<file path="config.mk">
export PLATFORM = sky130hd
export DESIGN_NAME = systolic_array_3x3
export DESIGN_NICKNAME = d
export VERILOG_FILES = /design/src/rtl/systolic_array_3x3.sv
export SDC_FILE = /design/constraint.sdc
export NUM_CORES = 2
export LEC_CHECK = 0
export BUFFER_PORTS_ARGS = -buffer_cell sky130_fd_sc_hd__buf_2
export CAP_MARGIN = 25
export CORE_MARGIN = 10
export CORE_UTILIZATION = 30
export CTS_CLUSTER_DIAMETER = 150
export DETAILED_ROUTE_END_ITERATION = 8
export GPL_TIMING_DRIVEN = 1
export SKIP_LAST_GASP = 1
export SYNTH_ARGS = -nofsm -noshare
export SYNTH_HDL_FRONTEND = slang
export SYNTH_SLANG_ARGS = --single-unit
</file>
<file path="constraint.sdc">
create_clock -name clk -period 11.2 [get_ports clk]
set_input_delay 0.56 -clock clk [delete_from_list [all_inputs] [get_ports clk]]
set_output_delay 0.56 -clock clk [all_outputs]
set_load 0.05 [all_outputs]
</file>
<file path="src/rtl/systolic_array_3x3.sv">
// systolic_array_3x3: weight-stationary 3x3 MAC array; rows enter on in, weights on w, out1..out3 are bottom-row partial sums
module systolic_array_3x3 (
  input  logic        clk,
  input  logic        rst,
  input  logic        en,
  input  logic [96:0] w,
  input  logic [23:0] in,
  output logic [15:0] out1,
  output logic [15:0] out2,
  output logic [15:0] out3
);
  logic [7:0]  a_q  [3][3];
  logic [7:0]  a_d  [3][3];
  logic [7:0]  a_in [3][3];
  logic [15:0] p_q  [3][3];
  logic [15:0] p_d  [3][3];
  logic [15:0] p_in [3][3];
  logic        unused_w;
  assign unused_w = ^w[96:72];
  always_comb begin
    for (int i = 0; i < 3; i++) begin
      for (int j = 0; j < 3; j++) begin
        a_in[i][j] = j == 0 ? in[8*i +: 8] : a_q[i][(j+2)%3];
        p_in[i][j] = i == 0 ? 16'd0 : p_q[(i+2)%3][j];
        a_d[i][j]  = en ? a_in[i][j] : a_q[i][j];
        p_d[i][j]  = en ? p_in[i][j] + {8'd0, a_in[i][j]} * {8'd0, w[8*(3*i+j) +: 8]} : p_q[i][j];
      end
    end
  end
  always_ff @(posedge clk) begin
    if (rst) begin
      a_q <= '{default: '0};
      p_q <= '{default: '0};
    end else begin
      a_q <= a_d;
      p_q <= p_d;
    end
  end
  assign out1 = p_q[2][0];
  assign out2 = p_q[2][1];
  assign out3 = p_q[2][2];
endmodule

</file>
==> flow_summary.yaml <==
floorplan:
  die_area_sq_mm: 0.105
  pin_count: 172
  start_util_pct: 30.3
  die_x_um: 324
  die_h_um: 324
  core_area_sq_mm: 0.0918
  rows: 111
power_and_ir_drop:
  p_per_area_mw_per_mm2: 128
  power_leakage_nw: 15.6
  irDropWorstVdd_mv: 0.135
cts:
  clkTransAtPathRegs_ps: 80
  root_buffer: "clkbuf_16"
  clkLatencyLatePin_ps: 500
  cts_buffers: 17
  postCtsHoldBufs: 0
  cts_resized: 0
  clk_path_buf_depth: 2
  clock_sinks: 192
  postCtsSetupBuffers: 0
  cts_tree: "yes"
  cts.htree.levels: 4
setup_path:
  worst_ep_arrival_time_ps: 5110
  worst-r2r-cell-count: 15
  cp_max_fo: 9
  regToRegStartpoint: "a_in[6]"
  start_kind: "register"
  cp.required_ps: 11630
  r2r-end: "out3[11]"
  rrSetupSlack_ps: 6520
  critPathKind: "register to register"
  endpoint_kind: "register"
synthesis:
  syn_area_per_cell_sq_um: 8.57
  synth_nets: 4093
  synth_cell_types: 61
  synthFlopType: "dfxtp_1"
  synth_cells: 3243
  yosysSeqAreaShare_pct: 13.8
  synth_top_family_by_area: "adder cells"
  synthSimpleGateAreaFrac_pct: 17.1
  synthMuxAreaShare_pct: 3.57
  synth_fa_ha_area_share_pct: 43.7
  synth-xor-area-share_pct: 2.55
  synth-compound-area-share_pct: 7.96
  ys_ff_latch: 192
  synth-edff-count: 0
  yosysWarningCount: 0
  syn-cell-area_sq_mm: 0.0278
  ys_async_sr_fraction_pct: 0
global_routing:
  overflow: 0
  grt_pass1_vias: 21400
  track_usage_pct: 12.7
  grt_max_degree: 67
  antenna_found_initial: 35
  grt_pass1_wl_um: 110000
route:
  drt_first_pass_iters: 5
  drc: 0
  via_per_inst: 4.42
  drt_iter0_drc: 717
  dr_total_vias: 20300
  wl_per_cell_um: 14.1
  drt-total-wl_um: 64900
  drtAntennaViolNets: 0
sta:
  final.setup_skew_ps: 16.5
  period_share_pct: 41.8
  fin_tns_setup_ps: 0
  finalHoldViolCount: 0
  rsz0062_at_grt: "no"
  finalSetupViolCount: 0
  drv_slew: 0
  maxSlewHeadroom_pct: 42.5
  worst_slack_ps: 6520
  hold_ws_ps: 442
  tightestPinTransition_ps: 862
  fmaxAchievable_mhz: 214
  timing.final.crit_period_ps: 4680
final_layout:
  syn_to_final_growth_pct: 9.54
  layout-drive-gt1-share_pct: 5.91
  multi_input_area_sq_mm: 0.0208
  fill_cells: 9551
  regArea_sq_mm: 0.00384
  finalNetCount: 4172
min_path:
  hold_depth: 3
  hp-start: "w[8]"
  min_to: "p_in[64]"
  hold_path_class: "input pin to register"
placed_design:
  preCtsSetupSlack_ps: 6370
  port-buffer-count: 146
  place_hpwl_um: 54000
  gp_congestion: 0.824
flow_run:
  drv_cap: 0
status:
  outcome: "completed"
-- worst max-delay path by stage --
stage / startpoint / slack, ps / to
2_1_floorplan: w[64] / 6580 / out3[11]
3_3_place_gp: w[64] / 6370 / out3[11]
3_5_place_dp: w[64] / 6370 / out3[11]
4_1_cts: a_in[6] / 6490 / out3[11]
5_1_grt: a_in[6] / 6280 / out3[11]
6_report: a_in[6] / 6520 / out3[11]
-- registers in the layout, summed over array words and instances, names as in the netlist --
signal	flops
a_in	48
out1	16
out2	16
out3	16
p_in	96
-- cells by family after synthesis --
| group | count (synthesis) |
|---|---|
| simple gates | 968 |
| buf+inv | 832 |
| fa+ha+maj | 726 |
| compound gates | 345 |
| flops | 192 |
| mux | 99 |
| xor+xnor | 81 |
-- critical path, cell delays in order (launching register included) --
cell and delay (ps):
dfxtp_1 550, nand2_1 130, fa_1 530, inv_1 60
fa_1 500, inv_1 60, fa_1 480, fa_1 480
inv_1 40, ha_1 310, o21a_1 200, o31a_1 120
or2_2 330, a221oi_1 280, mux2_2 400, a21oi_1 140
-- stage by stage --
step / power [mW] / cell area [sq um] / utilization [%] / cells
after floorplan: 2.73 / 27800 / - / 3243
after global placement: 3.23 / 29800 / 32.5 / 4546
after detailed placement: 3.26 / 29800 / 32.5 / 4546
after CTS: 3.95 / 30400 / 33.1 / 4578
after global routing: 4.35 / 30500 / 33.2 / 4589
final: 3.90 / 30500 / 33.2 / 4591
-- layout make-up --
cell class	count	share of cell area (%)
Inverter	738	9.09
Sequential cell	192	12.6
Tap cell	1243	5.11
Multi-Input combinational cell	2219	68.4
Clock inverter	13	0.546
Antenna cell	13	0.107
Timing Repair Buffer	154	2.65
Clock buffer	19	1.45
-- Yosys cell counts (all sizes together) (16+ instances only) --
master / instances / area (sq um)
a211oi: 36 / 270
o21ai: 81 / 405
xor2: 29 / 254
nand2: 318 / 1190
ha: 318 / 3980
nand3: 19 / 95.1
a21o: 25 / 188
inv: 738 / 2770
and2: 346 / 2160
mux2i: 97 / 971
o21a: 30 / 225
nor2b: 18 / 120
clkbuf: 78 / 293
nor2: 187 / 702
fa: 408 / 8170
a21oi: 89 / 445
buf: 16 / 70.1
dfxtp: 192 / 3840
xnor2: 52 / 455
nor3: 28 / 140
-- layer usage --
metal	vias up	routed length (um)	global-route usage [%]
li1	10200	-	-
met3	85	2790	3.05
met2	204	30300	21.3
met1	9819	30500	16.0
met5	-	241	0
met4	38	1130	3.46
-- placed cells by master (no fill, tap or decap), types with 17 or more instances in the layout --
cell type	netlist	routed
a211oi_1	36	36
a21o_1	25	25
a21oi_1	89	89
and2_1	346	346
buf_2	8	144
clkbuf_16	0	17
dfxtp_1	192	192
fa_1	408	408
ha_1	318	318
inv_1	738	737
mux2i_1	97	97
nand2_1	318	318
nand3_1	19	19
nor2_1	187	185
nor2b_1	17	17
nor3_1	28	28
o21a_1	30	30
o21ai_0	81	81
xnor2_1	52	52
xor2_1	29	29
-- report_power, final --
part           switching, mW  internal (mW)
clock network          0.317          0.344
logic                   1.39          0.995
registers             0.0761          0.780
No activity file was read; power rests on OpenSTA's default activity.
